File: src/rtl/pipe_pkg.sv
// Shared constants, types and helpers for the elastic pipeline-register chain.
package pipe_pkg;

    localparam int unsigned DEPTH_MAX = 8;
    localparam int unsigned WIDTH_MAX = 256;

    typedef logic [DEPTH_MAX-1:0] flush_mask_t;

    // Bits needed to count DEPTH stages plus one optional skid entry.
    function automatic int unsigned occ_width(input int unsigned depth);
        return $clog2(depth + 2);
    endfunction

endpackage

File: src/rtl/pipe_stage.sv
// One chain stage: valid bit plus payload register.
// The payload changes only on load (or reset); the valid bit also reacts to flush and clear.
module pipe_stage #(
    parameter int unsigned       WIDTH     = 32,
    parameter logic [WIDTH-1:0]  RESET_VAL = '0
) (
    input  logic             clk,
    input  logic             rst,
    input  logic             load,
    input  logic             clear,
    input  logic             flush,
    input  logic [WIDTH-1:0] d,
    output logic             v,
    output logic [WIDTH-1:0] q
);

    // Flush beats everything, including a beat arriving on the same edge.
    always_ff @(posedge clk) begin
        if (rst) begin
            v <= 1'b0;
            q <= RESET_VAL;
        end else begin
            if (load) begin
                q <= d;
            end
            if (flush) begin
                v <= 1'b0;
            end else if (load) begin
                v <= 1'b1;
            end else if (clear) begin
                v <= 1'b0;
            end
        end
    end

endmodule

File: src/rtl/pipe_reg_chain.sv
// Elastic DEPTH-stage pipeline register with valid/ready, bubble collapse, stall and flush.
// Optional input skid register enabled by defining PIPE_SKID_EN.
module pipe_reg_chain
    import pipe_pkg::*;
#(
    parameter int unsigned       WIDTH     = 32,
    parameter int unsigned       DEPTH     = 4,
    parameter logic [WIDTH-1:0]  RESET_VAL = '0
) (
    input  logic                          clk,
    input  logic                          rst,
    input  logic                          in_valid,
    output logic                          in_ready,
    input  logic [WIDTH-1:0]              in_data,
    output logic                          out_valid,
    input  logic                          out_ready,
    output logic [WIDTH-1:0]              out_data,
    input  logic                          stall,
    input  logic [DEPTH-1:0]              flush,
    output logic [occ_width(DEPTH)-1:0]   occupancy
);

    localparam int unsigned OCC_W = occ_width(DEPTH);

    logic [DEPTH-1:0] v;
    logic [DEPTH-1:0] adv;
    logic [DEPTH-1:0] load;
    logic [DEPTH-1:0] v_nxt;
    logic [WIDTH-1:0] stage_d [DEPTH];
    logic [WIDTH-1:0] stage_q [DEPTH];
    logic             s0_free;
    logic             load0;
    logic [WIDTH-1:0] d0;
    logic [OCC_W-1:0] occ_nxt;

    // A stage advances when the slot ahead is empty or itself advancing.
    always_comb begin
        adv = '0;
        adv[DEPTH-1] = v[DEPTH-1] & out_ready & ~stall;
        for (int i = int'(DEPTH) - 2; i >= 0; i--) begin
            adv[i] = v[i] & (~v[i+1] | adv[i+1]) & ~stall;
        end
    end

    assign s0_free = ~stall & (~v[0] | adv[0]);

`ifdef PIPE_SKID_EN
    logic             skid_v;
    logic             skid_v_nxt;
    logic [WIDTH-1:0] skid_d;
    logic             in_fire;
    logic             capture;

    // Registered ready: accept whenever the skid slot is free.
    assign in_ready = ~rst & ~stall & ~skid_v;
    assign in_fire  = in_valid & in_ready;
    assign capture  = in_fire & ~s0_free;
    assign load0    = s0_free & (skid_v | in_fire);
    assign d0       = skid_v ? skid_d : in_data;

    always_comb begin
        skid_v_nxt = skid_v;
        if (flush[0]) begin
            skid_v_nxt = 1'b0;
        end else if (capture) begin
            skid_v_nxt = 1'b1;
        end else if (skid_v && s0_free) begin
            skid_v_nxt = 1'b0;
        end
    end

    always_ff @(posedge clk) begin
        if (rst) begin
            skid_v <= 1'b0;
            skid_d <= RESET_VAL;
        end else begin
            skid_v <= skid_v_nxt;
            if (capture) begin
                skid_d <= in_data;
            end
        end
    end
`else
    assign in_ready = ~rst & s0_free;
    assign load0    = in_valid & in_ready;
    assign d0       = in_data;
`endif

    always_comb begin
        load = {adv[DEPTH-1:0] << 1} | DEPTH'(load0);
    end

    // Post-edge valid vector, mirrored here to keep occupancy registered.
    always_comb begin
        v_nxt   = v;
        occ_nxt = '0;
        for (int i = 0; i < int'(DEPTH); i++) begin
            if (flush[i]) begin
                v_nxt[i] = 1'b0;
            end else if (load[i]) begin
                v_nxt[i] = 1'b1;
            end else if (adv[i]) begin
                v_nxt[i] = 1'b0;
            end
            occ_nxt = occ_nxt + OCC_W'(v_nxt[i]);
        end
`ifdef PIPE_SKID_EN
        occ_nxt = occ_nxt + OCC_W'(skid_v_nxt);
`endif
    end

    always_ff @(posedge clk) begin
        if (rst) begin
            occupancy <= '0;
        end else begin
            occupancy <= occ_nxt;
        end
    end

    for (genvar g = 0; g < int'(DEPTH); g++) begin : g_stage
        if (g == 0) begin : g_head
            assign stage_d[g] = d0;
        end else begin : g_body
            assign stage_d[g] = stage_q[g-1];
        end

        pipe_stage #(
            .WIDTH     (WIDTH),
            .RESET_VAL (RESET_VAL)
        ) u_stage (
            .clk   (clk),
            .rst   (rst),
            .load  (load[g]),
            .clear (adv[g]),
            .flush (flush[g]),
            .d     (stage_d[g]),
            .v     (v[g]),
            .q     (stage_q[g])
        );
    end

    assign out_valid = v[DEPTH-1] & ~stall;
    assign out_data  = stage_q[DEPTH-1];

endmodule

File: config.mk
export PLATFORM = sky130hd
export DESIGN_NAME = pipe_reg_chain
export DESIGN_NICKNAME = d
export VERILOG_FILES = /design/src/rtl/pipe_pkg.sv /design/src/rtl/pipe_stage.sv /design/src/rtl/pipe_reg_chain.sv
export SDC_FILE = /design/constraint.sdc
export NUM_CORES = 1
export LEC_CHECK = 0
export ABC_AREA = 1
export CELL_PAD_IN_SITES_DETAIL_PLACEMENT = 1
export CELL_PAD_IN_SITES_GLOBAL_PLACEMENT = 2
export CORE_MARGIN = 5
export CORE_UTILIZATION = 33
export DETAILED_ROUTE_END_ITERATION = 7
export PLACE_DENSITY = 0.93
export SLEW_MARGIN = 10
export SYNTH_ARGS = -nofsm -noshare
export SYNTH_HDL_FRONTEND = slang
export SYNTH_SLANG_ARGS = --single-unit
File: constraint.sdc
create_clock -name clk -period 4.27 [get_ports clk]
set_input_delay 0.854 -clock clk [delete_from_list [all_inputs] [get_ports clk]]
set_output_delay 0.854 -clock clk [all_outputs]
set_load 0.005 [all_outputs]
==> run summary, run 1 <==
met3 Track Usage GR: 3.56%
most common cell after layout, fill and taps aside: dfxtp_1
total design power: 2.82 mW
unrepaired setup endpoints after global routing: false
syn nets: 785
most frequent cells in the layout: dfxtp_1, nand2_1, inv_1
crit path kind: in2reg
first-pass GRT wire length: 22,100 um
DR vias: 4,582
Finish-stage setup viols: 0
slew margin rel.: 56.7%
Detail Route Antenna Nets: 0
initial antenna violation count: 0
Layout area overhead: 26.2%
routed wire length: 13,000 um
post-layout min period: 3480 ps
Iteration-0 DRC Markers: 257
I/O pins: 78
Cell Chain, Critical Path: clkdlybuf4s50_1, inv_2, nand2_1, nand2_1, nand2_2, nand2_1, nand2_2, nand2_4, nand2_4, nand2_1, o21ai_1, nand2_1, inv_1, fa_1, ha_1, ha_1, inv_1, nor2_1
Worst setup SP type: input pin
DRC Markers: 0
Vias/cell: 4.46
final setup margin: 787 ps
Synth Cell Area: 5440 um^2
worst-case vdd ir drop: 0.261 mV
Max-cap violations: 0
CTS Buf Count: 17
critical path arrival: 3750 ps
Layout fillers: 2,070
die height: 138 um
post-CTS sizing: 0
placed cell area: 6310 um^2
IO buf count: 77
# nets final: 840
met2 usage in global routing: 20.2%
routed len/inst: 12.6 um
vias in the first global route: 4,470
min-delay src: g_stage[2].u_stage.q[19]
FF/Latch Area: 2700 um^2
Final Max Slew Viols: 0
die area: 19,100 um^2
CP startpoint: stall
n_diodes: 0
Slowest-stage cell, CP: clkdlybuf4s50_1
final worst-path cycle share: 81.6%
post-layout util: 42.0%
Max clock buf depth: 2
worst hold slack: 454 ps
Worst setup EP type: register
Synth warnings: 0
pwr/cell area: 410 nW/um^2
GR Overflow Total: 0
min-delay worst type: reg2reg
Multi-input gate area: 2040 um^2
fin area: 6860 um^2
Final Hold Vio Count: 0
Starting Density: 33.3%
clock skew: 5.99 ps
met1 global-route usage: 19.6%
Max Fclk: 287 MHz
worst skew pair latency: 410 ps
largest net degree at the start of global routing: 66
gr busiest metal: met2
cell taking the most area after synthesis: dfxtp_1
drt first pass iters: 4
most frequent CP cell: nand2_1
placed cells: 997
core outline area: 16,300 um^2
CTS HTree Levels: 4
CP max FO: 34
gp weighted congestion: 0.756
Cells after Synth: 741
critical path required time: 4540 ps
Sink Count: 135
slowest cell delay on critical path: 720 ps
hold_buf cts: 0
Worst-path clk slew: 50 ps
FF-to-FF Start: g_stage[2].u_stage.v
Cells on Worst Hold Path: 2
layout cells sized above 1: 6.44%
final setup TNS: 0 ps
TritonCTS clock tree: done
post-synth cell types: 24
setup bufs post-CTS: 0
gr usage total: 13.7%
row count: 47
top cells by area, synth: dfxtp_1, nand2_1, inv_1
P_leak: 2.74 nW
reg2reg path depth: 16
Die Wd: 138 um
Place WS: 389 ps
Avg Cell Area, Syn: 7.34 um^2
DP HPWL: 8940 um
Synth top area share: 49.7%
Yosys reg bits: 135
Root Buffer: clkbuf_16
register area share after synthesis: 49.7%
status: finished, final reports clean
final std cells w/o fill: 1,028
worst slew pin tran: 650 ps
## cell usage after synthesis, drive strengths merged
library cell and count:
a41oi 1, clkinv 2, nand2 134, buf 23
nand3 60, ha 2, dfxtp 135, clkbuf 30
a21oi 73, fa 1, nor2 94, o21ai 38
nand4 32, inv 113, and2 3
## worst paths after layout
check | endpoint | slack [ps]
max | occupancy[1] | 790
min | g_stage[2].u_stage.q[19] | 450
max reg2reg | occupancy[1] | 1640
min reg2reg | g_stage[2].u_stage.q[19] | 450
## flip-flops by register name, summed over array words and instances, names as in the netlist
signal / cells
g_stage.u_stage.q: 128
g_stage.u_stage.v: 4
occupancy: 3
## power breakdown
part	total (mW)	switching [mW]	internal (mW)
registers	1.29	0.0111	1.28
clock network	1.38	0.513	0.863
logic	0.151	0.0850	0.0656
## layer usage
layer  wire, um  up-vias
met5          0        -
li1           -     2441
met4        144        0
met2       5420       76
met3        500       12
met1       6910     2053
## logic make-up (layout without fill, tap and decap cells)
logic type / Yosys count / after routing / share of synthesized area (%)
buffers and inverters: 168 / 235 / 12.8
AND/OR/NAND/NOR: 323 / 323 / 25.8
adder cells (fa/ha/maj): 3 / 3 / 0.828
AO/OA/AOI/OAI: 112 / 112 / 10.9
flip-flops: 135 / 135 / 49.7
## critical path: cells and delay by family
kind                     cells  cell delay, ps
AND/OR/NAND/NOR             10             970
buffers and inverters        4             960
adder cells (fa/ha/maj)      3             860
AO/OA/AOI/OAI                1              90
## final cells by class
type | count | share of cell area, %
Clock inverter | 10 | 1.53
Tap cell | 220 | 4.01
Inverter | 115 | 6.29
Multi-Input combinational cell | 438 | 29.7
Timing Repair Buffer | 89 | 12.5
Sequential cell | 135 | 39.4
Clock buffer | 21 | 6.56
Note: power is estimated with default switching activity, not from simulation.
==> inputs of run 2 (changes only) <==
- CORE_UTILIZATION: 33 -> 31
- PLACE_DENSITY: 0.93 -> 0.89
- clock period: 4.27 -> 3.6 ns (I/O delays scaled with it)
==> run summary, run 2 (same netlist as run 1, synthesis figures left out) <==
Die Wd: 142 um (+2.9%)
Final Max Slew Viols: 0 (unchanged)
Iteration-0 DRC Markers: 244 (-5.1%)
FF/Latch Area: 2700 um^2 (unchanged)
Layout fillers: 2,152 (+4.0%)
die height: 142 um (+2.9%)
DRC Markers: 0 (unchanged)
crit path kind: in2out
Worst Setup EP: in_ready
Max-cap violations: 0 (unchanged)
reg2reg path depth: 16 (unchanged)
most frequent cells in the layout: dfxtp_1, nand2_1, inv_1
Detail Route Antenna Nets: 0 (unchanged)
final worst-path cycle share: 83.1%
Worst-path clk slew: 50 ps (about the same)
final setup TNS: 0 ps (unchanged)
drt first pass iters: 4 (unchanged)
Top Metal Used: met4
Internal Pwr Total: 2.76 mW (+25%)
CTS Buf Count: 17 (unchanged)
# nets final: 843 (+0.36%)
pwr/cell area: 503 nW/um^2 (+23%)
Sink Count: 135 (unchanged)
min-delay worst type: reg2reg
setup bufs post-CTS: 0 (unchanged)
Multi-input gate area: 2040 um^2 (unchanged)
largest registers: g_stage.u_stage.q x128, g_stage.u_stage.v x4, occupancy x3
reg2reg end: occupancy[1]
total design power: 3.49 mW (+24%)
vias in the first global route: 4,551 (+1.8%)
logic gate share of total power: 5.2% (about the same)
Layout area overhead: 27.7%
core outline area: 17,200 um^2 (+5.4%)
hold_buf cts: 0 (unchanged)
gp weighted congestion: 0.754 (-0.28%)
row count: 48 (+2.1%)
Worst setup EP type: primary output
clock skew: 6.12 ps (+0.124 ps)
largest net degree at the start of global routing: 66 (unchanged)
GR Overflow Total: 0 (unchanged)
n_diodes: 0 (unchanged)
post-CTS sizing: 0 (unchanged)
Reg power frac: 43.8% (-2.0 points)
critical path arrival: 2270 ps (-1480 ps)
most common cell after layout, fill and taps aside: dfxtp_1
Final Hold Vio Count: 0 (unchanged)
most flop-heavy register: g_stage.u_stage.q
Clk network pwr share: 51.0% (+2.1 points)
I/O pins: 78 (unchanged)
Vias/cell: 4.42 (-0.78%)
Root Buffer: clkbuf_16
TritonCTS clock tree: done
CTS HTree Levels: 4 (unchanged)
flop2flop setup slack: 1230 ps (-410 ps)
WL met3: 657 um (+31%)
first-pass GRT wire length: 22,600 um (+2.1%)
P_leak: 2.78 nW (+1.4%)
gr usage total: 13.9% (+0.12 points)
slew margin rel.: 55.4% (-1.3 points)
max FFs per register: 128 (unchanged)
CP startpoint: stall
initial antenna violation count: 0 (unchanged)
Cells on Worst Hold Path: 2 (unchanged)
worst-case vdd ir drop: 0.306 mV (+17%)
FF-to-FF Start: g_stage[2].u_stage.v
CP max FO: 4 (-88%)
routed len/inst: 13.0 um (+2.7%)
DR vias: 4,586 (+0.087%)
die area: 20,300 um^2 (+6.0%)
Worst setup SP type: input pin
Psw: 736 uW (+21%)
worst skew pair latency: 420 ps (about the same)
layout cells sized above 1: 6.77% (+0.34 points)
routed wire length: 13,500 um (+3.6%)
critical path required time: 2880 ps (-1660 ps)
Starting Density: 31.6% (-1.7 points)
IO buf count: 77 (unchanged)
status: finished, final reports clean
DP HPWL: 9100 um (+1.7%)
post-layout min period: 2990 ps
worst slew pin tran: 669 ps (+19.5 ps)
Max Fclk: 334 MHz
Sw Ratio: 21.1% (-0.55 points)
Finish-stage setup viols: 0 (unchanged)
WL met1: 7200 um (+4.1%)
unrepaired setup endpoints after global routing: false
Met2 Wirelength: 5440 um (+0.48%)
Max clock buf depth: 2 (unchanged)
==> run 2: cell count changes in the layout (fill, tap and decap cells not counted), sizes merged <==
cell,change
buf,+3
bufinv,+1
clkinv,-3
clkbuf,+4
clkinvlp,-1
==> run 2: per-stage QoR <==
stage                     util (%)  cell area [um^2]  cells  hold slack, ps  worst slack, ps
after global placement        36.8              6330   1005             445              435
final                         40.3              6950   1037             455              607
after detailed placement      36.8              6330   1005             450              299
after floorplan                  -              5440    741             430              836
after global routing          40.3              6950   1037             476              518
after CTS                     40.3              6950   1037             459              592
==> run 2: worst max-delay path: stages <==
cell and delay [ps]:
clkdlybuf4s50_1 500, buf_4 210, a41oi_4 190, nand2_1 90
inv_1 60, clkdlybuf4s50_1 490
==> run 2: area by class of cell <==
type                       count  area share [%]
tap                          225            4.05
multi-input combinational    438            29.4
sequential                   135            38.9
inverter                     115            6.21
timing repair buffer          92            12.6
clock buffer                  25            7.13
clock inverter                 7            1.68
==> run 2: worst min-delay path by stage <==
stage | startpoint | end | slack [ps]
finish | g_stage[2].u_stage.q[27] | g_stage[2].u_stage.q[27] | 460
global route | g_stage[1].u_stage.q[10] | g_stage[1].u_stage.q[10] | 480
CTS | g_stage[2].u_stage.q[27] | g_stage[2].u_stage.q[27] | 460
detailed placement | g_stage[2].u_stage.q[27] | g_stage[2].u_stage.q[27] | 450
global placement | g_stage[2].u_stage.q[4] | g_stage[2].u_stage.q[4] | 450
floorplan | g_stage[2].u_stage.q[30] | g_stage[2].u_stage.q[30] | 430
==> run 2: power by group through the flow <==
stage	Combinational [mW]	Sequential, mW	Clock, mW
2_1_floorplan	0.112	1.56	0
3_3_place_gp	0.182	1.56	0
3_5_place_dp	0.184	1.56	0
4_1_cts	0.186	1.53	1.81
5_1_grt	0.209	1.53	1.88
6_report	0.182	1.53	1.78
==> run 2: routing by layer <==
| layer | up-vias | GRT usage, % |
|---|---|---|
| li1 | 2436 | - |
| met1 | 2052 | 20.2 |
| met2 | 87 | 19.4 |
| met3 | 11 | 3.93 |
| met4 | 0 | 4.95 |
| met5 | - | 0 |
==> edit 1, RTL diff (flow settings as in run 2) <==
Set the parameter `DEPTH` to 2 (it was 4).
--- a/src/rtl/pipe_reg_chain.sv
+++ b/src/rtl/pipe_reg_chain.sv
@@ -6,3 +6,3 @@
     parameter int unsigned       WIDTH     = 32,
-    parameter int unsigned       DEPTH     = 4,
+    parameter int unsigned       DEPTH     = 2,
     parameter logic [WIDTH-1:0]  RESET_VAL = '0
Ports: changed (resized flush and occupancy); port bits go from 78 to 75. The function was not compared with the original's and may differ.
==> edit 1 against run 2 <==
- worst setup slack gained 0.12 ns
- synthesized area shrank 45%
- sequential cell count shrank 67
- total power shrank 54%
- clock power shrank 63%
- cell area shrank 42%
- count of clock-buffer cells in the layout shrank 14
- wire length shrank 39%
==> edit 1: results (changes against run 2) <==
[placed_design]
dp.cells = 630  ; was 1005
post-dp-hpwl_um = 5390  ; was 9100 um
place_area_um2 = 3850  ; was 6330 um2
gp_congestion = 0.691  ; was 0.754
dpl_worst_slack_ns = 0.675  ; was 0.299 ns
io_buffers = 74  ; was 77

[synthesis]
syn_nets = 485  ; was 785
syn_area_per_cell_um2 = 6.77  ; was 7.34 um2
synth.area.top_cells = dfxtp_1, inv_1, nand2_1  ; was dfxtp_1, nand2_1, inv_1
synth_common_cells = inv_1, nand2_1, dfxtp_1, nor2_1, a21oi_1  ; was dfxtp_1, nand2_1, inv_1, nor2_1, a21oi_1
yosysTopAreaCellShare = 0.452  ; was 0.497
ys_seq_area_frac = 0.452  ; was 0.497
synth.distinct_cells = 19  ; was 24

[hold_path]
hp-start = g_stage[1].u_stage.q[3]$_SDFFE_PP0P_  ; was g_stage[2].u_stage.q[27]$_SDFFE_PP0P_

[cells_and_area]
largestRegisters = g_stage.u_stage.q (64), g_stage.u_stage.v (2), occupancy (2)  ; was g_stage.u_stage.q (128), g_stage.u_stage.v (4), occupancy (3)
nets = 548  ; was 843
layout-drive-gt1-share = 0.0624  ; was 0.0677

[timing]
whs_ns = 0.463  ; was 0.455 ns
finalClockSkew_ns = 0.00705  ; was 0.00612 ns
fmax_mhz = 348  ; was 334 MHz
relSlewSlack = 0.578  ; was 0.554

[global_route]
track_usage = 0.150  ; was 0.139
grt_max_degree = 67  ; was 66
grt_pass1_wl_um = 14000  ; was 22600 um

[worst_setup_path]
crit_path_max_fanout = 5  ; was 4
r2r-end = g_stage[0].u_stage.q[5]$_SDFFE_PP0P_  ; was occupancy[1]$_SDFF_PP0_
cp.arrival_ns = 2.16  ; was 2.27 ns
r2r_setup_slack_ns = 1.69  ; was 1.23 ns
max_stage_delay_ns = 0.58  ; was 0.50 ns

[clock_tree]
cts_resized = 0  ; unchanged
cts_buffers = 9  ; was 17
cts_root_buffer = clkbuf_8  ; was clkbuf_16
cts_max_level = 3  ; was 4

[routing]
drtIter0Drc = 94  ; was 244
num_vias = 2867  ; was 4586
wl_per_cell_um = 12.8  ; was 13.0 um
via_per_inst = 4.44  ; was 4.42

[power_and_ir_drop]
leakage_nw = 1.77  ; was 2.78 nW
switchingPower_mw = 0.402  ; was 0.736 mW
peakVddDrop_mv = 0.159  ; was 0.306 mV

[run_status]
run_status = finished clean  ; unchanged

==> edit 1: cell types whose count changed in the layout (fill, tap and decap cells not counted), sizes merged, moves of 4 or more <==
cell    delta
a21oi     -40
buf        -7
clkbuf    -14
clkinv     -4
dfxtp     -67
inv        -8
nand2     -34
nand3     -27
nor2      -57
o21ai     -36
==> edit 1: layout make-up <==
type	count	area [um2]
clock inverter	5	60.1
clock buffer	11	151
tap	133	166
sequential	68	1360
multi-input combinational	241	1130
timing repair buffer	82	796
fill	1247	5580
inverter	106	398
==> edit 1: worst register-to-register path, stage by stage (launching register included) <==
cell and delay, ns:
dfxtp_1 0.37, a31oi_4 0.19, buf_4 0.38, nand3_2 0.33, buf_4 0.34, nand2_1 0.09, inv_1 0.04, nor2_1 0.11
==> edit 1: power by group through the flow <==
stage	registers [mW]	logic (mW)	clock network [mW]
after detailed placement	0.800	0.161	0
final	0.783	0.159	0.663
after global routing	0.785	0.181	0.720
after global placement	0.799	0.157	0
after CTS	0.783	0.162	0.685
after floorplan	0.798	0.0920	0
==> edit 1: how the worst max path moves through the flow <==
stage | from | to | cells past startpoint
4_1_cts | stall | in_ready | 5
3_3_place_gp | stall | in_ready | 5
2_1_floorplan | rst | in_ready | 6
3_5_place_dp | stall | g_stage[0].u_stage.q[5]$_SDFFE_PP0P_ | 8
6_report | stall | in_ready | 5
5_1_grt | stall | in_ready | 5
==> edit 1: cells by family after synthesis <==
family | synth area share
AOI/OAI and AO/OA | 0.0665
adders and majority gates | 0.00415
and+or+nand+nor | 0.300
buffers and inverters | 0.178
DFF | 0.452
==> edit 1: metal layers <==
metal  share of wire  vias to the layer above  GRT usage
li1                -                     1472          -
met1            0.47                     1328      0.190
met2            0.47                       57      0.252
met3           0.044                       10     0.0316
met4           0.014                        0     0.0514
met5               0                        -          0
==> edit 2, RTL diff (flow settings as in run 2) <==
Made on the original files. The option `PIPE_SKID_EN` is turned on by a define.
--- a/src/rtl/pipe_reg_chain.sv
+++ b/src/rtl/pipe_reg_chain.sv
@@ -2,2 +2,4 @@
 // Optional input skid register enabled by defining PIPE_SKID_EN.
+`define PIPE_SKID_EN
+
 module pipe_reg_chain
Function: changed (a bounded check fails within 10 cycles, from zero or initial values and one cycle with rst high).
==> edit 2 against run 2 <==
- cell count rose by 24%
- clock power grew 16%
- total power is 18% higher
- non-clock buffer count grew 8
- synthesized area up 27%
- wire length grew 29%
- sequential cell count grew 33
- largest power group unchanged
- maximum frequency fell by 5.3%
- worst setup slack got worse by 0.17 ns
- global-route usage grew 0.061 points
- cell area is 23% higher
- critical path type is now in2reg
- count of clock-buffer cells in the layout shrank 7
- hold slack better by 0.0024 ns
- sequential share of layout area grew 0.60 points
==> edit 2: results (changes against run 2) <==
[synthesis]
syn_nets = 993  ; was 785
synth.distinct_cells = 29  ; was 24
ys_seq_area_frac = 0.488  ; was 0.497
netlist_instances = 949  ; was 741
synth_common_cells = nand2_1, dfxtp_1, a21oi_1, inv_1, nand3_1  ; was dfxtp_1, nand2_1, inv_1, nor2_1, a21oi_1
synth.area.top_cells = dfxtp_1, nand2_1, a21oi_1  ; was dfxtp_1, nand2_1, inv_1

[placed_design]
dpl_worst_slack_ns = -0.0177  ; was 0.299 ns
place_area_um2 = 7850  ; was 6330 um2
gp_congestion = 0.714  ; was 0.754
io_buffers = 77  ; unchanged
post-dp-hpwl_um = 11500  ; was 9100 um

[clock_tree]
cts_setup_buffers = 0  ; unchanged
cts_buffers = 17  ; unchanged
cts_resized = 0  ; unchanged
cts_buffer_depth = 2  ; unchanged

[worst_setup_path]
reg2reg_from = skid_v$_SDFF_PP0_  ; was g_stage[2].u_stage.v$_SDFF_PP0_
crit_path_max_fanout = 5  ; was 4
cp_slowest_cell = clkdlybuf4s50_1  ; unchanged
critical_path_class = in2reg  ; was in2out
r2r_setup_slack_ns = 0.94  ; was 1.23 ns
critical_path.top_delay_family = adder cells  ; was buffers and inverters
max_stage_delay_ns = 0.60  ; was 0.50 ns
cp.arrival_ns = 3.43  ; was 2.27 ns
worstRegToRegCells = 12  ; was 16

[routing]
drtIter0Drc = 310  ; was 244
via_per_inst = 4.66  ; was 4.42
wl_per_cell_um = 13.5  ; was 13.0 um

[global_route]
grt_pass1_vias = 5944  ; was 4551
grt_pass1_wl_um = 30100  ; was 22600 um
track_usage = 0.139  ; about the same
grt_max_degree = 90  ; was 66

[hold_path]
hp-start = g_stage[2].u_stage.q[9]$_SDFFE_PP0P_  ; was g_stage[2].u_stage.q[27]$_SDFFE_PP0P_
hold_end = g_stage[3].u_stage.q[9]$_SDFFE_PP0P_  ; was g_stage[2].u_stage.q[27]$_SDFFE_PP0P_

[cells_and_area]
diodes = 0  ; unchanged
fin_cells = 1285  ; was 1037
nets = 1039  ; was 843
largestRegisters = g_stage.u_stage.q (128), skid_d (32), g_stage.u_stage.v (4)  ; was g_stage.u_stage.q (128), g_stage.u_stage.v (4), occupancy (3)
layout-drive-gt1-share = 0.0886  ; was 0.0677

[power_and_ir_drop]
leakage_nw = 3.19  ; was 2.78 nW
combPwrFrac = 0.045  ; was 0.052
powerSeq_mw = 1.88  ; was 1.53 mW
power.internal_mw = 3.26  ; was 2.76 mW
peakVddDrop_mv = 0.310  ; was 0.306 mV
power_mw = 4.12  ; was 3.49 mW

[timing]
whs_ns = 0.458  ; was 0.455 ns
finalClockSkew_ns = 0.0132  ; was 0.00612 ns
tightestPinTransition_ns = 0.929  ; was 0.669 ns
finalCriticalPeriod_ns = 3.16  ; was 2.99 ns

[run_status]
run_status = finished clean  ; unchanged

==> edit 2: area by class of cell <==
type                            instances  area, um2
Fill cell                            2680      13300
Tap cell                              280        350
Clock inverter                         11        223
Multi-Input combinational cell        584       2730
Clock buffer                           18        439
Timing Repair Buffer                  100        938
Inverter                              124        468
Sequential cell                       168       3360
==> edit 2: cells by family (layout without fill, tap and decap cells) <==
logic type      after synthesis  after routing  synth area share
buf+inv                     197            253             0.116
flops                       168            168             0.488
simple gates                388            388             0.246
fa+ha+maj                     3              3           0.00763
compound gates              193            193             0.143
==> edit 2: tightest hold or removal path: stages, from the launching register on <==
cell	delay, ns
dfxtp_1	0.30
inv_1	0.06
a21oi_1	0.05
==> edit 2: layer usage <==
metal | track usage | vias to the layer above | share of wire
met5 | 0 | - | 0
met4 | 0.0380 | 0 | 0.011
met3 | 0.0324 | 13 | 0.033
met2 | 0.218 | 76 | 0.45
met1 | 0.193 | 2779 | 0.51
li1 | - | 3118 | -
